### config.mk
export PLATFORM = sky130hd
export DESIGN_NAME = vga_sync_decoder_flat
export DESIGN_NICKNAME = d
export VERILOG_FILES = /design/src/rtl/vga_sync_decoder_if.sv /design/src/rtl/vga_sync_decoder.sv /design/src/flat_wrapper.sv
export SDC_FILE = /design/constraint.sdc
export NUM_CORES = 1
export LEC_CHECK = 0
export CORE_MARGIN = 5
export CORE_UTILIZATION = 30
export CTS_BUF_LIST = sky130_fd_sc_hd__clkbuf_16
export CTS_CLUSTER_SIZE = 12
export DETAILED_ROUTE_END_ITERATION = 16
export DONT_BUFFER_PORTS = 1
export PLACE_DENSITY = 0.5
export SLEW_MARGIN = 20
export SYNTH_ARGS = -nofsm -noshare
export SYNTH_HDL_FRONTEND = slang
export SYNTH_SLANG_ARGS = --single-unit
### constraint.sdc
create_clock -name in_clock -period 3.9 [get_ports in_clock]
set_input_delay 0.39 -clock in_clock [delete_from_list [all_inputs] [get_ports in_clock]]
set_output_delay 0.39 -clock in_clock [all_outputs]
set_load 0.05 [all_outputs]
### src/rtl/vga_sync_decoder_if.sv
// Video stream into the sync decoder and the recovered timing/lock results out of it.
interface vga_sync_decoder_if;
  logic       in_pixel_enable;
  logic       in_hSync;
  logic       in_vSync;
  logic [7:0] in_VGA_R;
  logic [7:0] in_VGA_G;
  logic [7:0] in_VGA_B;

  logic [9:0]  out_pixelX;
  logic [8:0]  out_pixelY;
  logic        out_active;
  logic        out_locked;
  logic        out_frame_done;
  logic [15:0] out_frame_checksum;
  logic        out_error;
  logic [1:0]  out_error_code;

  modport master (
    output in_pixel_enable, in_hSync, in_vSync, in_VGA_R, in_VGA_G, in_VGA_B,
    input  out_pixelX, out_pixelY, out_active, out_locked, out_frame_done,
           out_frame_checksum, out_error, out_error_code
  );

  modport slave (
    input  in_pixel_enable, in_hSync, in_vSync, in_VGA_R, in_VGA_G, in_VGA_B,
    output out_pixelX, out_pixelY, out_active, out_locked, out_frame_done,
           out_frame_checksum, out_error, out_error_code
  );
endinterface

### src/rtl/vga_sync_decoder.sv
// Receive-side VGA monitor: rebuilds pixel coordinates from hSync/vSync, checks
// line/frame timing, acquires lock and reports an additive RGB checksum per clean frame.
module vga_sync_decoder #(
  parameter int unsigned H_ACTIVE        = 640,
  parameter int unsigned H_FRONT         = 16,
  parameter int unsigned H_SYNC          = 96,
  parameter int unsigned H_BACK          = 48,
  parameter int unsigned V_ACTIVE        = 480,
  parameter int unsigned V_FRONT         = 10,
  parameter int unsigned V_SYNC          = 2,
  parameter int unsigned V_BACK          = 33,
  parameter bit          SYNC_ACTIVE_LOW = 1'b1
) (
  input  logic               in_clock,
  input  logic               in_reset,
  vga_sync_decoder_if.slave  vid
);

  localparam int unsigned H_TOTAL = H_ACTIVE + H_FRONT + H_SYNC + H_BACK;
  localparam int unsigned V_TOTAL = V_ACTIVE + V_FRONT + V_SYNC + V_BACK;
  localparam logic [9:0]  H_END   = 10'(H_TOTAL);
  localparam logic [9:0]  V_END   = 10'(V_TOTAL);
  localparam logic [9:0]  HS_C    = 10'(H_SYNC + H_BACK);
  localparam logic [9:0]  HE_C    = 10'(H_SYNC + H_BACK + H_ACTIVE);
  localparam logic [9:0]  VS_C    = 10'(V_SYNC + V_BACK);
  localparam logic [9:0]  VE_C    = 10'(V_SYNC + V_BACK + V_ACTIVE);

  typedef enum logic [1:0] {SEARCH, ACQUIRE, LOCKED} state_t;

  state_t      state, state_next;
  logic        hs_prev, vs_prev;
  logic [9:0]  h_count, v_count, line_cnt;
  logic        err_hist;
  logic [15:0] acc;

  logic        hs_a, vs_a, h_edge, v_edge;
  logic [10:0] h_inc;
  logic        line_short, line_long, line_err, frame_err, clean;
  logic [9:0]  h_next, v_next, lines_inc;
  logic        visible;
  logic [15:0] rgb_sum;
  logic        done_set, err_set;
  logic [1:0]  code_sel;

  always_comb begin
    hs_a       = vid.in_hSync ^ SYNC_ACTIVE_LOW;
    vs_a       = vid.in_vSync ^ SYNC_ACTIVE_LOW;
    h_edge     = hs_a & ~hs_prev;
    v_edge     = vs_a & ~vs_prev;
    h_inc      = {1'b0, h_count} + 11'd1;
    line_short = h_edge & (h_inc < {1'b0, H_END});
    line_long  = ~h_edge & (h_inc == {1'b0, H_END});
    line_err   = line_short | line_long;

    h_next = h_count;
    if (h_edge)             h_next = '0;
    else if (h_count != H_END) h_next = h_count + 10'd1;

    v_next = v_count;
    if (v_edge)                       v_next = '0;
    else if (h_edge && v_count != '1) v_next = v_count + 10'd1;

    // The hSync edge coinciding with a vSync edge closes the old frame's line count.
    lines_inc = line_cnt;
    if (h_edge && line_cnt != '1) lines_inc = line_cnt + 10'd1;
    frame_err = v_edge & (lines_inc != V_END);
    clean     = ~err_hist & ~line_err & ~frame_err;

    visible = (h_next >= HS_C) && (h_next < HE_C) && (v_next >= VS_C) && (v_next < VE_C);
    rgb_sum = {8'd0, vid.in_VGA_R} + {8'd0, vid.in_VGA_G} + {8'd0, vid.in_VGA_B};
    code_sel = frame_err ? 2'b11 : (line_long ? 2'b10 : 2'b01);
  end

  always_comb begin
    state_next = state;
    done_set   = 1'b0;
    err_set    = 1'b0;
    case (state)
      SEARCH: begin
        if (v_edge) state_next = ACQUIRE;
      end
      ACQUIRE: begin
        if (v_edge && clean) begin
          state_next = LOCKED;
          done_set   = 1'b1;
        end
      end
      LOCKED: begin
        if (line_err || frame_err) begin
          state_next = SEARCH;
          err_set    = 1'b1;
        end else if (v_edge) begin
          done_set = 1'b1;
        end
      end
      default: state_next = SEARCH;
    endcase
  end

  always_ff @(posedge in_clock or posedge in_reset) begin
    if (in_reset)                 state <= SEARCH;
    else if (vid.in_pixel_enable) state <= state_next;
  end

  always_ff @(posedge in_clock or posedge in_reset) begin
    if (in_reset) begin
      hs_prev                <= 1'b0;
      vs_prev                <= 1'b0;
      h_count                <= '0;
      v_count                <= '0;
      line_cnt               <= '0;
      err_hist               <= 1'b0;
      acc                    <= '0;
      vid.out_pixelX         <= '0;
      vid.out_pixelY         <= '0;
      vid.out_active         <= 1'b0;
      vid.out_locked         <= 1'b0;
      vid.out_frame_done     <= 1'b0;
      vid.out_frame_checksum <= '0;
      vid.out_error          <= 1'b0;
      vid.out_error_code     <= '0;
    end else begin
      vid.out_frame_done <= 1'b0;
      vid.out_error      <= 1'b0;
      if (vid.in_pixel_enable) begin
        hs_prev  <= hs_a;
        vs_prev  <= vs_a;
        h_count  <= h_next;
        v_count  <= v_next;
        line_cnt <= v_edge ? '0 : lines_inc;
        err_hist <= v_edge ? 1'b0 : (err_hist | line_err);
        if (v_edge)       acc <= '0;
        else if (visible) acc <= acc + rgb_sum;
        if (visible) begin
          vid.out_pixelX <= h_next - HS_C;
          vid.out_pixelY <= 9'(v_next - VS_C);
        end
        vid.out_active <= visible & (state_next == LOCKED);
        vid.out_locked <= (state_next == LOCKED);
        if (done_set) begin
          vid.out_frame_checksum <= acc;
          vid.out_frame_done     <= 1'b1;
        end
        if (err_set) begin
          vid.out_error      <= 1'b1;
          vid.out_error_code <= code_sel;
        end
      end
    end
  end

endmodule

### src/flat_wrapper.sv
// flat-port wrapper written by rule: the top's interface ports become plain ports
module vga_sync_decoder_flat 
#(
  parameter int unsigned H_ACTIVE        = 640,
  parameter int unsigned H_FRONT         = 16,
  parameter int unsigned H_SYNC          = 96,
  parameter int unsigned H_BACK          = 48,
  parameter int unsigned V_ACTIVE        = 480,
  parameter int unsigned V_FRONT         = 10,
  parameter int unsigned V_SYNC          = 2,
  parameter int unsigned V_BACK          = 33,
  parameter bit          SYNC_ACTIVE_LOW = 1'b1
)
  (in_clock, in_reset, vid_in_pixel_enable, vid_in_hSync, vid_in_vSync, vid_in_VGA_R, vid_in_VGA_G, vid_in_VGA_B, vid_out_pixelX, vid_out_pixelY, vid_out_active, vid_out_locked, vid_out_frame_done, vid_out_frame_checksum, vid_out_error, vid_out_error_code);
  vga_sync_decoder_if vid_i ();
  input  logic in_clock;
  input  logic in_reset;
  input wire logic [$bits(vid_i.in_pixel_enable)-1:0] vid_in_pixel_enable;
  input wire logic [$bits(vid_i.in_hSync)-1:0] vid_in_hSync;
  input wire logic [$bits(vid_i.in_vSync)-1:0] vid_in_vSync;
  input wire logic [$bits(vid_i.in_VGA_R)-1:0] vid_in_VGA_R;
  input wire logic [$bits(vid_i.in_VGA_G)-1:0] vid_in_VGA_G;
  input wire logic [$bits(vid_i.in_VGA_B)-1:0] vid_in_VGA_B;
  output wire logic [$bits(vid_i.out_pixelX)-1:0] vid_out_pixelX;
  output wire logic [$bits(vid_i.out_pixelY)-1:0] vid_out_pixelY;
  output wire logic [$bits(vid_i.out_active)-1:0] vid_out_active;
  output wire logic [$bits(vid_i.out_locked)-1:0] vid_out_locked;
  output wire logic [$bits(vid_i.out_frame_done)-1:0] vid_out_frame_done;
  output wire logic [$bits(vid_i.out_frame_checksum)-1:0] vid_out_frame_checksum;
  output wire logic [$bits(vid_i.out_error)-1:0] vid_out_error;
  output wire logic [$bits(vid_i.out_error_code)-1:0] vid_out_error_code;
  assign vid_i.in_pixel_enable = vid_in_pixel_enable;
  assign vid_i.in_hSync = vid_in_hSync;
  assign vid_i.in_vSync = vid_in_vSync;
  assign vid_i.in_VGA_R = vid_in_VGA_R;
  assign vid_i.in_VGA_G = vid_in_VGA_G;
  assign vid_i.in_VGA_B = vid_in_VGA_B;
  assign vid_out_pixelX = vid_i.out_pixelX;
  assign vid_out_pixelY = vid_i.out_pixelY;
  assign vid_out_active = vid_i.out_active;
  assign vid_out_locked = vid_i.out_locked;
  assign vid_out_frame_done = vid_i.out_frame_done;
  assign vid_out_frame_checksum = vid_i.out_frame_checksum;
  assign vid_out_error = vid_i.out_error;
  assign vid_out_error_code = vid_i.out_error_code;
  vga_sync_decoder #(.H_ACTIVE(H_ACTIVE), .H_FRONT(H_FRONT), .H_SYNC(H_SYNC), .H_BACK(H_BACK), .V_ACTIVE(V_ACTIVE), .V_FRONT(V_FRONT), .V_SYNC(V_SYNC), .V_BACK(V_BACK), .SYNC_ACTIVE_LOW(SYNC_ACTIVE_LOW)) u_core (.in_clock(in_clock), .in_reset(in_reset), .vid(vid_i));
endmodule
==> key figures <==
Status
  – Status: finished, violations left
  – Violated checks: negative hold slack

Floorplanning
  – Die area: 23600 sq um
  – Initial Utilization: 30.6%
  – I/O pins: 70
  – Die Height: 154 um
  – Core Area: 20200 sq um
  – Chip width: 154 um
  – FP Rows: 52

Clocking
  – Clock transition at the registers of the reported paths: 0.07 ns
  – Post-CTS Setup Bufs: 0
  – Total CTS buffers: 9
  – Clock buffer depth: 2
  – CTS resizes: 0
  – Hold_buf cts: 0
  – Clk sinks: 92
  – Clock Latency Late Sink: 0.34 ns
  – H-tree depth: 3
  – Clock root cell: clkbuf_16
  – TritonCTS clock tree: yes

STA
  – Setup violations, final: 0
  – WHS: -0.00169 ns
  – Total Neg Setup Slack: 0 ns
  – Tcrit/Tclk final: 95.3%
  – RSZ-0062 raised after global routing: false
  – Crit path time final: 3.72 ns
  – Peak Freq: 0.269 GHz
  – Worst Setup Slack, final: 0.182 ns
  – Slew HR: 36.8%
  – Worst Skew: 0.00650 ns
  – Final hold vios: 4
  – Final-report max-slew violation count: 0
  – Worst Tran Pin Value: 0.934 ns

Cells and area
  – Most frequent cells in the layout: 91 x dfrtp_1, 66 x nand2_1, 59 x inv_1
  – Nets@finish: 752
  – Layout area overhead: 12.4%
  – Antenna fix cells: 0
  – Layout cell share with drive strength beyond 1: 13.2%
  – Commonest non-fill, non-tap cell in the layout: dfrtp_1

Flow run
  – Maximum Capacitance Violations: 0

Global routing
  – Initial antenna violation count: 0
  – Vias in the first global route: 4949
  – Largest net degree at the start of global routing: 46
  – Global-route wire length before repair: 25500 um
  – GRT Total Usage: 13.0%
  – Total grt overflow: 0

Worst setup path
  – Critical path required time: 4.12 ns
  – Critical-path cell list: ha_1 > and2_1 > buf_4 > o211ai_1 > a2bb2oi_1 > o311ai_1 > nand2_1 > nor4_1 > o21bai_2 > buf_4 > mux2_1
  – Setup crit start kind: flip-flop
  – Critical path class: flip-flop to flip-flop
  – CP peak stage delay: 0.83 ns
  – Worst path slowest cell: o311ai_1
  – Crit path top cell by count: buf_4
  – Maximum fanout along the worst path: 16
  – Critical Path AT: 3.94 ns
  – Critical path endpoint category: flip-flop

Synth
  – Synth Flop Type: dfrtp_1
  – Sequential area share after synthesis: 37.2%
  – Async SR Flop Fraction: 100%
  – Syn Area/Cell: 9.22 sq um
  – Synthesized area: 6180 sq um
  – Synthesis Warnings: 0
  – Cells after Synth: 671
  – Yosys reg bits: 92
  – Post-synth top area share: 37.2%
  – Syn nets: 739
  – Ranking of synthesized cells by area: dfrtp_1 37%, ha_1 5.9%, nand2_1 4.0%
  – EDFF count, synth: 0
  – Cell taking the most area after synthesis: dfrtp_1
  – Synth unique cells: 82

Placement
  – PortBufs: 0
  – Pre-CTS setup slack: -0.0800 ns
  – GPL Wtd Cong: 0.906
  – DP HPWL: 11300 um

Routing
  – Via count: 4922
  – DRT iter0 DRCs: 310
  – Total routed wirelength: 15000 um
  – DRC violations left: 0
  – WL/cell: 15.7 um
  – Vias/cell: 5.13
  – Drt pass-1 iters: 4
  – Remaining antenna violation count after routing: 0

Hold path
  – Worst hold path type: input port to asynchronous set/reset pin

Power
  – LEAKAGE: 3.12 nW
  – PwrDens: 416 nW/um^2
  – Max VDD drop: 0.000150 V
-- kinds of logic after synthesis --
logic type | share of synthesized area [%]
AND/OR/NAND/NOR | 17.7
XOR/XNOR | 4.39
buffers and inverters | 5.77
adder cells (fa/ha/maj) | 9.11
flip-flops | 37.2
AO/OA/AOI/OAI | 19.5
multiplexers | 6.27
-- per-stage QoR --
stage / hold slack [ns] / instances / total power, mW / util (%) / cell area [sq um]
floorplan: 0.458 / 671 / 1.82 / - / 6180
global placement: 0.391 / 943 / 2.03 / 32.8 / 6640
detailed placement: 0.394 / 943 / 2.04 / 32.8 / 6640
CTS: 0.00822 / 959 / 2.94 / 34.3 / 6930
global route: 0.0374 / 959 / 3.10 / 34.3 / 6950
finish: -0.00169 / 959 / 2.89 / 34.3 / 6950
-- worst max-delay path: cells and delay by family, from the launching register on --
kind | cells | cell delay [ns]
buf+inv | 2 | 0.39
compound gates | 4 | 1.28
flops | 1 | 0.45
simple gates | 3 | 0.90
fa+ha+maj | 1 | 0.24
mux | 1 | 0.33
-- final timing paths --
kind	startpoint	endpoint	slack, ns	depth (start not counted)
max	u_core.h_count[0]$_DFFE_PP0P_	u_core.vid.out_frame_checksum[5]$_DFFE_PP0P_	0.18	11
min	in_reset	u_core.vid.out_pixelY[8]$_DFFE_PP0P_	-0.002	1
max reg2reg	u_core.h_count[0]$_DFFE_PP0P_	u_core.vid.out_frame_checksum[5]$_DFFE_PP0P_	0.18	11
min reg2reg	u_core.acc[2]$_DFFE_PP0P_	u_core.vid.out_frame_checksum[2]$_DFFE_PP0P_	0.49	1
max in group asynchronous	in_reset	u_core.h_count[1]$_DFFE_PP0P_	3.07	2
min in group in_clock	vid_in_vSync	u_core.vs_prev$_DFFE_PP0P_	0.13	1
-- Yosys cell counts (5+ instances only) --
master,count
dfrtp_1,92
nand2_1,66
inv_1,59
a21oi_1,36
ha_1,29
nor2_1,29
o21ai_0,28
nand3_1,27
mux2_2,21
o21ai_1,19
clkbuf_1,18
xnor2_1,18
o31ai_1,15
xor2_1,13
buf_2,12
nor3_1,11
fa_1,10
nand4_1,10
a21o_1,9
mux2_1,9
and2_1,7
nor4_1,7
and3_1,6
and4_1,6
o21a_1,6
a31oi_1,5
mux2i_1,5
o21bai_1,5
-- area by class of cell --
| type | instances | area [sq um] |
|---|---|---|
| Sequential cell | 92 | 2300 |
| Clock buffer | 9 | 225 |
| Tap cell | 270 | 338 |
| Timing Repair Buffer | 33 | 251 |
| Clock inverter | 7 | 67.6 |
| Multi-Input combinational cell | 488 | 3530 |
| Fill cell | 2087 | 13300 |
| Inverter | 60 | 228 |
-- layer usage --
| metal | vias up | track usage, % | part of all wire (%) |
|---|---|---|---|
| met5 | - | 0 | 0 |
| met2 | 116 | 21.2 | 46 |
| met4 | 0 | 5.13 | 2.0 |
| met1 | 2342 | 16.4 | 45 |
| li1 | 2449 | - | - |
| met3 | 15 | 3.74 | 6.9 |
-- sequential cells by signal, indices dropped and copies added (netlist names), 2 cells and up --
name and flops:
u_core.acc 16, u_core.h_count 10, u_core.line_cnt 10, u_core.vid.out_pixelY 9, u_core.vid.out_frame_checksum 16, u_core.vid.out_pixelX 10, u_core.v_count 10, u_core.state 2
u_core.vid.out_error_code 2
-- power breakdown --
part	total [mW]	switching (mW)	internal, mW
Clock	0.875	0.380	0.495
Combinational	0.756	0.414	0.342
Sequential	1.26	0.224	1.04
No activity file was read; power rests on OpenSTA's default activity.
